$ cat config.mk
export PLATFORM = sky130hd
export DESIGN_NAME = logic_gates
export DESIGN_NICKNAME = d
export VERILOG_FILES = /design/src/rtl/logic_gates_pkg.sv /design/src/rtl/logic_gates_gate_slice.sv /design/src/rtl/logic_gates.sv
export SDC_FILE = /design/constraint.sdc
export NUM_CORES = 1
export LEC_CHECK = 0
export ABC_CLOCK_PERIOD_IN_PS = 2500
export CAP_MARGIN = 20
export CORE_AREA = 4 4 41 43
export CTS_BUF_LIST = sky130_fd_sc_hd__clkbuf_4 sky130_fd_sc_hd__clkbuf_8
export DETAILED_ROUTE_END_ITERATION = 16
export DIE_AREA = 0 0 45 47
export PLACE_DENSITY = 0.74
export RECOVER_POWER = 25
export SLEW_MARGIN = 5
export SYNTH_ARGS = -nofsm -noshare
export SYNTH_HDL_FRONTEND = slang
export SYNTH_HIERARCHICAL = 1
export SYNTH_SLANG_ARGS = --single-unit
export TNS_END_PERCENT = 1
$ cat constraint.sdc
create_clock -name clk -period 2.5 [get_ports clk]
set_input_delay 0.75 -clock clk [delete_from_list [all_inputs] [get_ports clk]]
set_output_delay 0.75 -clock clk [all_outputs]
set_load 0.005 [all_outputs]
$ cat src/rtl/logic_gates_pkg.sv
`default_nettype none
// ============================================================================
// Module   : logic_gates_pkg
// Brief    : Shared op_sel encoding for the registered bitwise gate block.
// Revision : 1.0
// ============================================================================
package logic_gates_pkg;

    localparam int OP_SEL_W = 3;

    localparam logic [OP_SEL_W-1:0] OP_AND  = 3'd0;
    localparam logic [OP_SEL_W-1:0] OP_OR   = 3'd1;
    localparam logic [OP_SEL_W-1:0] OP_NOT  = 3'd2;
    localparam logic [OP_SEL_W-1:0] OP_NAND = 3'd3;
    localparam logic [OP_SEL_W-1:0] OP_NOR  = 3'd4;
    localparam logic [OP_SEL_W-1:0] OP_XOR  = 3'd5;
    localparam logic [OP_SEL_W-1:0] OP_XNOR = 3'd6;
    localparam logic [OP_SEL_W-1:0] OP_PASS = 3'd7;

endpackage
`default_nettype wire

$ cat src/rtl/logic_gates_gate_slice.sv
`default_nettype none
// ============================================================================
// Module   : gate_slice
// Brief    : All seven combinational gate values for a single bit position.
// Revision : 1.0
// ============================================================================
module gate_slice (
    input  logic a,
    input  logic b,
    output logic and_bit,
    output logic or_bit,
    output logic not_bit,
    output logic nand_bit,
    output logic nor_bit,
    output logic xor_bit,
    output logic xnor_bit
);

    assign and_bit  = a & b;
    assign or_bit   = a | b;
    assign not_bit  = ~a;
    assign nand_bit = ~(a & b);
    assign nor_bit  = ~(a | b);
    assign xor_bit  = a ^ b;
    assign xnor_bit = ~(a ^ b);

endmodule
`default_nettype wire

$ cat src/rtl/logic_gates.sv
`default_nettype none
// ============================================================================
// Module   : logic_gates
// Brief    : Registered bitwise gates with op_sel-selected result, 1-cycle latency.
// Revision : 1.0
// ============================================================================
module logic_gates
    import logic_gates_pkg::*;
#(
    parameter int WIDTH = 1
) (
    input  logic                clk,
    input  logic                rst,
    input  logic [WIDTH-1:0]    a,
    input  logic [WIDTH-1:0]    b,
    input  logic                in_valid,
    input  logic [OP_SEL_W-1:0] op_sel,
    output logic [WIDTH-1:0]    and_out,
    output logic [WIDTH-1:0]    or_out,
    output logic [WIDTH-1:0]    not_out,
    output logic [WIDTH-1:0]    nand_out,
    output logic [WIDTH-1:0]    nor_out,
    output logic [WIDTH-1:0]    xor_out,
    output logic [WIDTH-1:0]    xnor_out,
    output logic [WIDTH-1:0]    result,
    output logic                out_valid
);

    logic [WIDTH-1:0] w_and, w_or, w_not, w_nand, w_nor, w_xor, w_xnor;
    logic [WIDTH-1:0] w_result;

    logic [WIDTH-1:0] r_and, r_or, r_not, r_nand, r_nor, r_xor, r_xnor;
    logic [WIDTH-1:0] r_result;
    logic             r_valid;

    for (genvar i = 0; i < WIDTH; i++) begin : g_slice
        gate_slice u_slice (
            .a        (a[i]),
            .b        (b[i]),
            .and_bit  (w_and[i]),
            .or_bit   (w_or[i]),
            .not_bit  (w_not[i]),
            .nand_bit (w_nand[i]),
            .nor_bit  (w_nor[i]),
            .xor_bit  (w_xor[i]),
            .xnor_bit (w_xnor[i])
        );
    end

    always_comb begin
        w_result = a;
        case (op_sel)
            OP_AND:  w_result = w_and;
            OP_OR:   w_result = w_or;
            OP_NOT:  w_result = w_not;
            OP_NAND: w_result = w_nand;
            OP_NOR:  w_result = w_nor;
            OP_XOR:  w_result = w_xor;
            OP_XNOR: w_result = w_xnor;
            OP_PASS: w_result = a;
            default: w_result = a;
        endcase
    end

    // Reset wins over in_valid, so a sample on the reset edge is dropped.
    always_ff @(posedge clk) begin
        if (rst) begin
            r_and    <= '0;
            r_or     <= '0;
            r_not    <= '0;
            r_nand   <= '0;
            r_nor    <= '0;
            r_xor    <= '0;
            r_xnor   <= '0;
            r_result <= '0;
            r_valid  <= 1'b0;
        end else begin
            r_valid <= in_valid;
            if (in_valid) begin
                r_and    <= w_and;
                r_or     <= w_or;
                r_not    <= w_not;
                r_nand   <= w_nand;
                r_nor    <= w_nor;
                r_xor    <= w_xor;
                r_xnor   <= w_xnor;
                r_result <= w_result;
            end
        end
    end

    assign and_out   = r_and;
    assign or_out    = r_or;
    assign not_out   = r_not;
    assign nand_out  = r_nand;
    assign nor_out   = r_nor;
    assign xor_out   = r_xor;
    assign xnor_out  = r_xnor;
    assign result    = r_result;
    assign out_valid = r_valid;

endmodule
`default_nettype wire

==> flow_metrics.py, run 1 <==
metrics = {
    "outcome": {
        "outcome": "complete, no violations",
    },
    "floorplan": {
        "core_area_mm2": 0.00130,
        "start_util_pct": 34.1,
        "die_y_um": 47,
        "die_w_um": 45,
        "io_pins": 17,
        "dieArea_mm2": 0.00212,
        "rows": 13,
    },
    "clocking": {
        "postCtsResizedCells": 0,
        "htree_levels": 1,
        "cts_buffers": 3,
        "clk_path_buf_depth": 2,
        "cts_setup_buffers": 0,
        "clock-root-buffer": "clkbuf_4",
        "cts_tree": "yes",
        "clk_latency_ns": 0.26,
        "cts_sinks": 9,
        "clk_pin_slew_worst_paths_ns": 0.07,
        "cts_hold_buf": 0,
    },
    "global_routing": {
        "grt_pass1_vias": 382,
        "antenna_found_initial": 0,
        "grt_overflow": 0,
        "grt_start_max_net_pins": 11,
        "grt_pass1_wl_um": 1550,
        "gr-usage-all-layers_pct": 10.2,
    },
    "power_and_ir_drop": {
        "pwr_density_cell_mw_per_mm2": 534,
        "p_leak_uw": 0.000319,
        "vdd_drop_max_uv": 347,
    },
    "synthesis": {
        "ys_seq_elements": 9,
        "ys_seq_area_share_pct": 40.6,
        "ys_warn_count": 6,
        "synth_cell_types": 11,
        "synthCells": 43,
        "syn_area_per_cell_um2": 10.3,
        "synth_area_um2": 444,
        "syn-num-nets": 55,
    },
    "worst_setup_path": {
        "critical-path-slowest-cell": "clkdlybuf4s50_1",
        "critPathLaunch": "a",
        "cp.buffers_inverters": 3,
        "r2r_end": "result$_SDFFE_PP0P_",
        "critical-path-top-delay-family": "buffers and inverters",
        "timing.rr.start": "result$_SDFFE_PP0P_",
        "r2r_setup_slack_ns": 1.86,
        "reg2reg_depth": 2,
        "cp-start-kind": "primary input",
        "crit_top_cell": "inv_1",
        "crit_type": "primary input to flip-flop",
        "slowest_delay_ns": 0.48,
        "path_max_fanout": 3,
        "path_cells": "clkdlybuf4s50_1 -> inv_1 -> ha_1 -> inv_1 -> mux2i_1 -> mux4_2 -> a211oi_2",
        "crit_path_end_kind": "flip-flop",
        "critPathArrivalTime_ns": 2.48,
        "required_ns": 2.68,
    },
    "layout": {
        "area_growth_pct": 52.4,
        "n_antenna_cell": 0,
        "layout_commonest_cell": "clkdlybuf4s50_1",
        "final_cell_mix": "clkdlybuf4s50_1 (15), mux2i_1 (11), dfxtp_1 (9), nor2_1 (8)",
        "nets": 78,
        "fillers": 135,
        "final_util_pct": 52.0,
        "layout-drive-gt1-share_pct": 16.9,
    },
    "routing": {
        "drtIter0Drc": 2,
        "wire_per_inst_um": 11.4,
        "drc_errors": 0,
        "vias": 362,
        "routed_wl_um": 908,
        "drt-pass1-iter-count": 3,
        "avgViaCountPerCell": 4.53,
        "ant_nets": 0,
    },
    "placement": {
        "port_buffers": 16,
        "place_congestion": 0.712,
        "dpl.hpwl_um": 663,
        "pre_cts_ws_ns": -0.0435,
    },
    "min_path": {
        "hold_path_depth": 2,
        "hold_path.class": "flip-flop to flip-flop",
        "min_to": "nor_out$_SDFFE_PP0P_",
        "min-delay-start": "nor_out$_SDFFE_PP0P_",
    },
    "flow_run": {
        "max_cap_viol_count": 0,
    },
    "timing": {
        "finalSetupViolations": 0,
        "rsz0062_at_grt": "false",
        "relSlewSlack_pct": 65.3,
        "finalHoldViolations": 0,
        "final_max_slew_viol_count": 0,
        "fmax_mhz": 436,
        "holdWs_ns": 0.499,
        "period_minus_slack_ns": 2.29,
        "fin_skew_ns": 0,
        "period_share_pct": 91.7,
        "final.setup.worst_slack_ns": 0.208,
        "worst_pin_slew_ns": 0.518,
    },
}
==> cells by family after synthesis <==
| group | Yosys count | share of synthesized area [%] |
|---|---|---|
| mux | 12 | 29.9 |
| buf+inv | 8 | 7.32 |
| flops | 9 | 40.6 |
| fa+ha+maj | 4 | 11.3 |
| simple gates | 9 | 8.17 |
| compound gates | 1 | 2.82 |
==> cell usage after synthesis <==
library cell	instances	area, µm²
mux4_2	1	22.5
dfxtp_1	9	180
clkbuf_2	1	5.00
nor2b_1	1	6.26
a211oi_2	1	12.5
ha_1	4	50.1
inv_1	5	18.8
clkbuf_1	1	3.75
buf_2	1	5.00
nor2_1	8	30.0
mux2i_1	11	110
==> tightest hold or removal path, stage by stage (launching register included) <==
cell     delay, ns
dfxtp_1       0.33
mux2i_1       0.06
nor2_1        0.07
==> worst max-delay path by stage <==
stage | end | cells after the start
finish | result$_SDFFE_PP0P_ | 7
global route | result$_SDFFE_PP0P_ | 7
CTS | result$_SDFFE_PP0P_ | 7
detailed placement | result$_SDFFE_PP0P_ | 7
global placement | result$_SDFFE_PP0P_ | 7
floorplan | result$_SDFFE_PP0P_ | 6
==> flip-flops by register name, summed over array words and instances (netlist names) <==
signal / cells
and_out: 1
nand_out: 1
nor_out: 1
xor_out: 1
result: 1
out_valid: 1
xnor_out: 1
not_out: 1
or_out: 1
==> metrics by stage <==
stage          cell area [µm²]  power, µW  cells  setup TNS, ns
2_1_floorplan              444        195     43              0
3_3_place_gp               647        238     76        -0.0419
3_5_place_dp               647        238     76        -0.0435
4_1_cts                    677        369     80              0
5_1_grt                    677        386     80              0
6_report                   677        361     80              0
==> report_power, final <==
part | total [µW] | internal [µW] | switching, µW | leakage [µW]
sequential | 157 | 153 | 4.16 | 0.0000744
combinational | 77.3 | 49.0 | 28.3 | 0.000227
clock | 127 | 72.4 | 54.5 | 0.0000184
total | 361 | 274 | 87.0 | 0.000319
==> cell type report <==
| class | count | area (µm²) | area share, % |
|---|---|---|---|
| Clock buffer | 4 | 30.0 | 4.44 |
| Inverter | 5 | 18.8 | 2.77 |
| Timing Repair Buffer | 21 | 198 | 29.2 |
| Tap cell | 15 | 18.8 | 2.77 |
| Multi-Input combinational cell | 26 | 231 | 34.2 |
| Sequential cell | 9 | 180 | 26.6 |
==> layer usage <==
layer	track usage, %	up-vias	wire, µm
li1	-	183	-
met2	16.4	11	457
met3	2.68	0	48
met4	5.26	0	0
met1	12.6	168	402
met5	0	-	0
Note: power is estimated with default switching activity, not from simulation.
==> inputs of run 2 (changes only) <==
- REMOVE_ABC_BUFFERS: unset -> 1
==> run 2 against run 1 <==
- sequential share of layout area unchanged
- first-iteration DRC count increased to 3.0 times the previous value
- register-to-register slack about the same
- count of clock-buffer cells in the layout unchanged
- die area unchanged
- clock skew unchanged
- flip-flop and latch count unchanged
- global-route usage increased by 0.46 points
- design area unchanged
- largest cell class unchanged
- largest power group unchanged
==> flow_metrics.py, run 2 (synthesized netlist as in run 1, its figures left out) <==
metrics = {
    "outcome": {
        "outcome": "complete, no violations",
    },
    "placement": {
        "placed_cell_area_um2": 647,
        "port_buffers": 16,
        "pre_cts_ws_ns": -0.0439,
        "place_congestion": 0.717,
        "dpl.hpwl_um": 655,
    },
    "worst_setup_path": {
        "required_ns": 2.69,
        "r2r_end": "result$_SDFFE_PP0P_",
        "timing.rr.start": "result$_SDFFE_PP0P_",
        "path_max_fanout": 3,
        "r2r_setup_slack_ns": 1.85,
        "reg2reg_depth": 2,
        "crit_path_end_kind": "flip-flop",
        "crit_type": "primary input to flip-flop",
        "critPathArrivalTime_ns": 2.45,
        "cp-start-kind": "primary input",
    },
    "timing": {
        "period_share_pct": 90.7,
        "final.setup.worst_slack_ns": 0.233,
        "finalHoldViolations": 0,
        "worst_pin_slew_ns": 0.510,
        "rsz0062_at_grt": "false",
        "holdWs_ns": 0.499,
        "tns_ns": 0,
        "relSlewSlack_pct": 65.9,
        "finalSetupViolations": 0,
        "final_max_slew_viol_count": 0,
        "fmax_mhz": 441,
        "period_minus_slack_ns": 2.27,
        "fin_skew_ns": 0,
    },
    "floorplan": {
        "core_area_mm2": 0.00130,
        "die_y_um": 47,
        "rows": 13,
        "start_util_pct": 34.1,
        "io_pins": 17,
        "die_w_um": 45,
        "dieArea_mm2": 0.00212,
    },
    "global_routing": {
        "antenna_found_initial": 0,
        "grt_overflow": 0,
        "grt_start_max_net_pins": 11,
        "grt_pass1_wl_um": 1530,
        "gr-usage-all-layers_pct": 10.7,
        "grt_pass1_vias": 371,
    },
    "clocking": {
        "cts_buffers": 3,
        "cts_sinks": 9,
        "cts_setup_buffers": 0,
        "postCtsResizedCells": 0,
        "htree_levels": 1,
        "cts_hold_buf": 0,
        "cts_tree": "yes",
        "clk_path_buf_depth": 2,
        "clock-root-buffer": "clkbuf_4",
        "clk_pin_slew_worst_paths_ns": 0.06,
        "clk_latency_ns": 0.26,
    },
    "routing": {
        "ant_nets": 0,
        "avgViaCountPerCell": 4.35,
        "drt-pass1-iter-count": 2,
        "routed_wl_um": 849,
        "drc_errors": 0,
        "drtIter0Drc": 6,
        "vias": 348,
        "wire_per_inst_um": 10.6,
    },
    "layout": {
        "area_growth_pct": 52.4,
        "n_antenna_cell": 0,
        "nets": 78,
        "seqCellArea_um2": 180,
        "multi_input_area_um2": 231,
        "final_area_um2": 677,
        "final_cell_mix": "clkdlybuf4s50_1 (15), mux2i_1 (11), dfxtp_1 (9), nor2_1 (8)",
        "layout-drive-gt1-share_pct": 16.9,
        "fillers": 136,
        "layout_commonest_cell": "clkdlybuf4s50_1",
    },
    "power_and_ir_drop": {
        "pwr_density_cell_mw_per_mm2": 527,
        "p_leak_uw": 0.000319,
        "vdd_drop_max_uv": 245,
    },
    "min_path": {
        "hold_path_depth": 2,
        "hold_path.class": "flip-flop to flip-flop",
        "min-delay-start": "xnor_out$_SDFFE_PP0P_",
        "min_to": "xnor_out$_SDFFE_PP0P_",
    },
    "flow_run": {
        "max_cap_viol_count": 0,
    },
}
run 2: cell counts in the layout (fill, tap and decap cells not counted):
Identical to the previous run, type by type.
run 2: critical path, stage by stage:
cell             delay, ns
clkdlybuf4s50_1       0.49
inv_1                 0.06
ha_1                  0.31
inv_1                 0.08
mux2i_1               0.06
mux4_2                0.48
a211oi_2              0.21
run 2: cell type report:
| cell class | count | area share [%] |
|---|---|---|
| Sequential cell | 9 | 26.6 |
| Clock buffer | 4 | 4.44 |
| Inverter | 5 | 2.77 |
| Tap cell | 15 | 2.77 |
| Timing Repair Buffer | 21 | 29.2 |
| Multi-Input combinational cell | 26 | 34.2 |
run 2: how the worst max path moves through the flow:
stage	startpoint	endpoint	slack (ns)	depth (start not counted)
global route	a	result$_SDFFE_PP0P_	0.17	7
global placement	a	result$_SDFFE_PP0P_	-0.02	7
floorplan	a	result$_SDFFE_PP0P_	0.52	6
CTS	b	result$_SDFFE_PP0P_	0.24	7
detailed placement	b	result$_SDFFE_PP0P_	-0.04	7
finish	b	result$_SDFFE_PP0P_	0.23	7
run 2: per-layer routing:
layer | up-vias | GRT usage [%] | part of all wire [%]
met4 | 0 | 8.77 | 2.6
met2 | 14 | 13.8 | 44
met1 | 151 | 13.0 | 46
met5 | - | 0 | 0
li1 | 181 | - | -
met3 | 2 | 5.36 | 7.8
run 2: where the power goes:
group	internal [µW]	leakage, µW	total (µW)	switching, µW
sequential	153	0.0000744	157	4.22
clock	72.4	0.0000184	123	51.0
combinational	48.9	0.000227	76.5	27.7
total	274	0.000319	357	82.9
run 2: per-stage QoR:
stage               power (µW)  util [%]  cells
finish                     357      52.0     80
global route               383      52.0     80
CTS                        368      52.0     80
detailed placement         238      49.7     76
global placement           237      49.7     76
floorplan                  189         -     40
==> inputs of run 3 (changes only) <==
- CORE_AREA: 4 4 41 43 -> unset
- CORE_MARGIN: unset -> 4
- CORE_UTILIZATION: unset -> 25
- CTS_BUF_LIST: sky130_fd_sc_hd__clkbuf_4 sky130_fd_sc_hd__clkbuf_8 -> unset
- DIE_AREA: 0 0 45 47 -> unset
- PLACE_DENSITY: 0.74 -> 0.61
==> run 3 against run 2 <==
- combinational power increased by 0.8%
- total power decreased by 3.7%
- via count increased by 5.7%
- design area increased by 1.1%
- maximum frequency decreased by 1.3%
- final cell count increased by 11%
- count of clock-buffer cells in the layout unchanged
==> flow_metrics.py, run 3 (synthesized netlist as in run 1, its figures left out) <==
metrics = {
    "worst_setup_path": {
        "slowest_delay_ns": 0.48,
        "crit_path_end_kind": "flip-flop",
        "reg2reg_depth": 2,
        "crit_top_cell": "inv_1",
        "timing.rr.start": "result$_SDFFE_PP0P_",
        "cp-start-kind": "primary input",
        "path_max_fanout": 3,
        "r2r_setup_slack_ns": 1.85,
        "critical-path-slowest-cell": "clkdlybuf4s50_1",
        "path_cells": "clkdlybuf4s50_1 -> inv_1 -> ha_1 -> inv_1 -> mux2i_1 -> mux4_2 -> a211oi_2",
        "critPathArrivalTime_ns": 2.47,
        "crit_type": "primary input to flip-flop",
        "r2r_end": "result$_SDFFE_PP0P_",
        "required_ns": 2.67,
    },
    "layout": {
        "area_growth_pct": 54.1,
        "layout-drive-gt1-share_pct": 15.4,
        "layout_commonest_cell": "clkdlybuf4s50_1",
        "final_cell_mix": "clkdlybuf4s50_1 (15), mux2i_1 (11), dfxtp_1 (9), nor2_1 (8)",
        "nets": 78,
        "n_antenna_cell": 0,
        "fillers": 162,
    },
    "outcome": {
        "outcome": "complete, no violations",
    },
    "global_routing": {
        "grt_start_max_net_pins": 11,
        "antenna_found_initial": 0,
        "grt_pass1_wl_um": 1460,
        "grt_pass1_vias": 338,
        "gr-usage-all-layers_pct": 7.62,
        "grt_overflow": 0,
    },
    "timing": {
        "final_max_slew_viol_count": 0,
        "period_minus_slack_ns": 2.30,
        "final.setup.worst_slack_ns": 0.204,
        "fin_skew_ns": 0,
        "fmax_mhz": 435,
        "rsz0062_at_grt": "false",
        "relSlewSlack_pct": 66.0,
        "finalHoldViolations": 0,
        "period_share_pct": 91.9,
        "finalSetupViolations": 0,
        "worst_pin_slew_ns": 0.509,
        "tns_ns": 0,
    },
    "routing": {
        "avgViaCountPerCell": 4.13,
        "drc_errors": 0,
        "ant_nets": 0,
        "drtIter0Drc": 2,
        "vias": 368,
        "drt-pass1-iter-count": 2,
        "routed_wl_um": 863,
        "wire_per_inst_um": 9.70,
    },
    "min_path": {
        "hold_path_depth": 2,
        "hold_path.class": "flip-flop to flip-flop",
        "min-delay-start": "xor_out$_SDFFE_PP0P_",
        "min_to": "xor_out$_SDFFE_PP0P_",
    },
    "floorplan": {
        "core_area_mm2": 0.00159,
        "die_y_um": 50.2,
        "die_w_um": 50.2,
        "dieArea_mm2": 0.00252,
        "rows": 14,
        "io_pins": 17,
        "start_util_pct": 27.9,
    },
    "clocking": {
        "clk_pin_slew_worst_paths_ns": 0.06,
        "clk_path_buf_depth": 2,
        "cts_setup_buffers": 0,
        "htree_levels": 1,
        "clk_latency_ns": 0.25,
        "cts_hold_buf": 0,
        "cts_buffers": 3,
        "cts_sinks": 9,
        "clock-root-buffer": "clkbuf_4",
        "postCtsResizedCells": 0,
        "cts_tree": "yes",
    },
    "flow_run": {
        "max_cap_viol_count": 0,
    },
    "placement": {
        "port_buffers": 16,
        "pre_cts_ws_ns": -0.0526,
        "dpl.hpwl_um": 692,
        "place_congestion": 0.674,
    },
    "power_and_ir_drop": {
        "swShare_pct": 23.4,
        "vdd_drop_max_uv": 285,
        "pwr_density_cell_mw_per_mm2": 502,
        "p_leak_uw": 0.000316,
        "p_comb_share_pct": 22.4,
        "seq_power_share_pct": 45.7,
        "switchingPower_uw": 80.5,
        "p_int_uw": 263,
        "p_clk_share_pct": 31.9,
    },
}
run 3: cell counts in the layout (fill, tap and decap cells not counted):
Identical to the previous run, type by type.
run 3: power by group through the flow:
stage,sequential (µW),clock [µW],combinational (µW)
2_1_floorplan,161,0,27.7
3_3_place_gp,160,0,77.8
3_5_place_dp,160,0,78.6
4_1_cts,157,116,79.0
5_1_grt,159,126,84.2
6_report,157,110,77.1
run 3: worst max-delay path, delay by kind of cell:
| family | cells | cell delay (ns) |
|---|---|---|
| muxes | 2 | 0.54 |
| adders and majority gates | 1 | 0.33 |
| buffers and inverters | 3 | 0.63 |
| AOI/OAI and AO/OA | 1 | 0.21 |
run 3: worst max-delay path by stage:
stage / slack (ns) / from / endpoint
2_1_floorplan: 0.52 / a / result$_SDFFE_PP0P_
3_3_place_gp: -0.04 / a / result$_SDFFE_PP0P_
3_5_place_dp: -0.05 / a / result$_SDFFE_PP0P_
4_1_cts: 0.20 / a / result$_SDFFE_PP0P_
5_1_grt: 0.12 / a / result$_SDFFE_PP0P_
6_report: 0.20 / a / result$_SDFFE_PP0P_
run 3: layout make-up:
class | instances | area (µm²) | area share [%]
multi-input combinational | 26 | 231 | 33.8
tap | 24 | 30.0 | 4.39
inverter | 5 | 18.8 | 2.74
timing repair buffer | 21 | 198 | 28.9
sequential | 9 | 180 | 26.3
clock buffer | 4 | 26.3 | 3.84
run 3: layer usage:
metal  part of all wire, %  vias up  track usage, %
met5                     0        -               0
met4                     0        0            1.38
met3                   8.8        0            4.73
met2                    48       15            11.3
met1                    44      167            9.42
li1                      -      186               -
run 3: per-stage QoR:
stage	hold slack, ns	cells	power [µW]	area (µm²)	util, %
5_1_grt	0.530	89	368	684	42.9
4_1_cts	0.502	89	353	684	42.9
3_5_place_dp	0.485	85	239	658	41.3
6_report	0.496	89	344	684	42.9
3_3_place_gp	0.476	85	238	658	41.3
2_1_floorplan	0.485	40	189	430	-
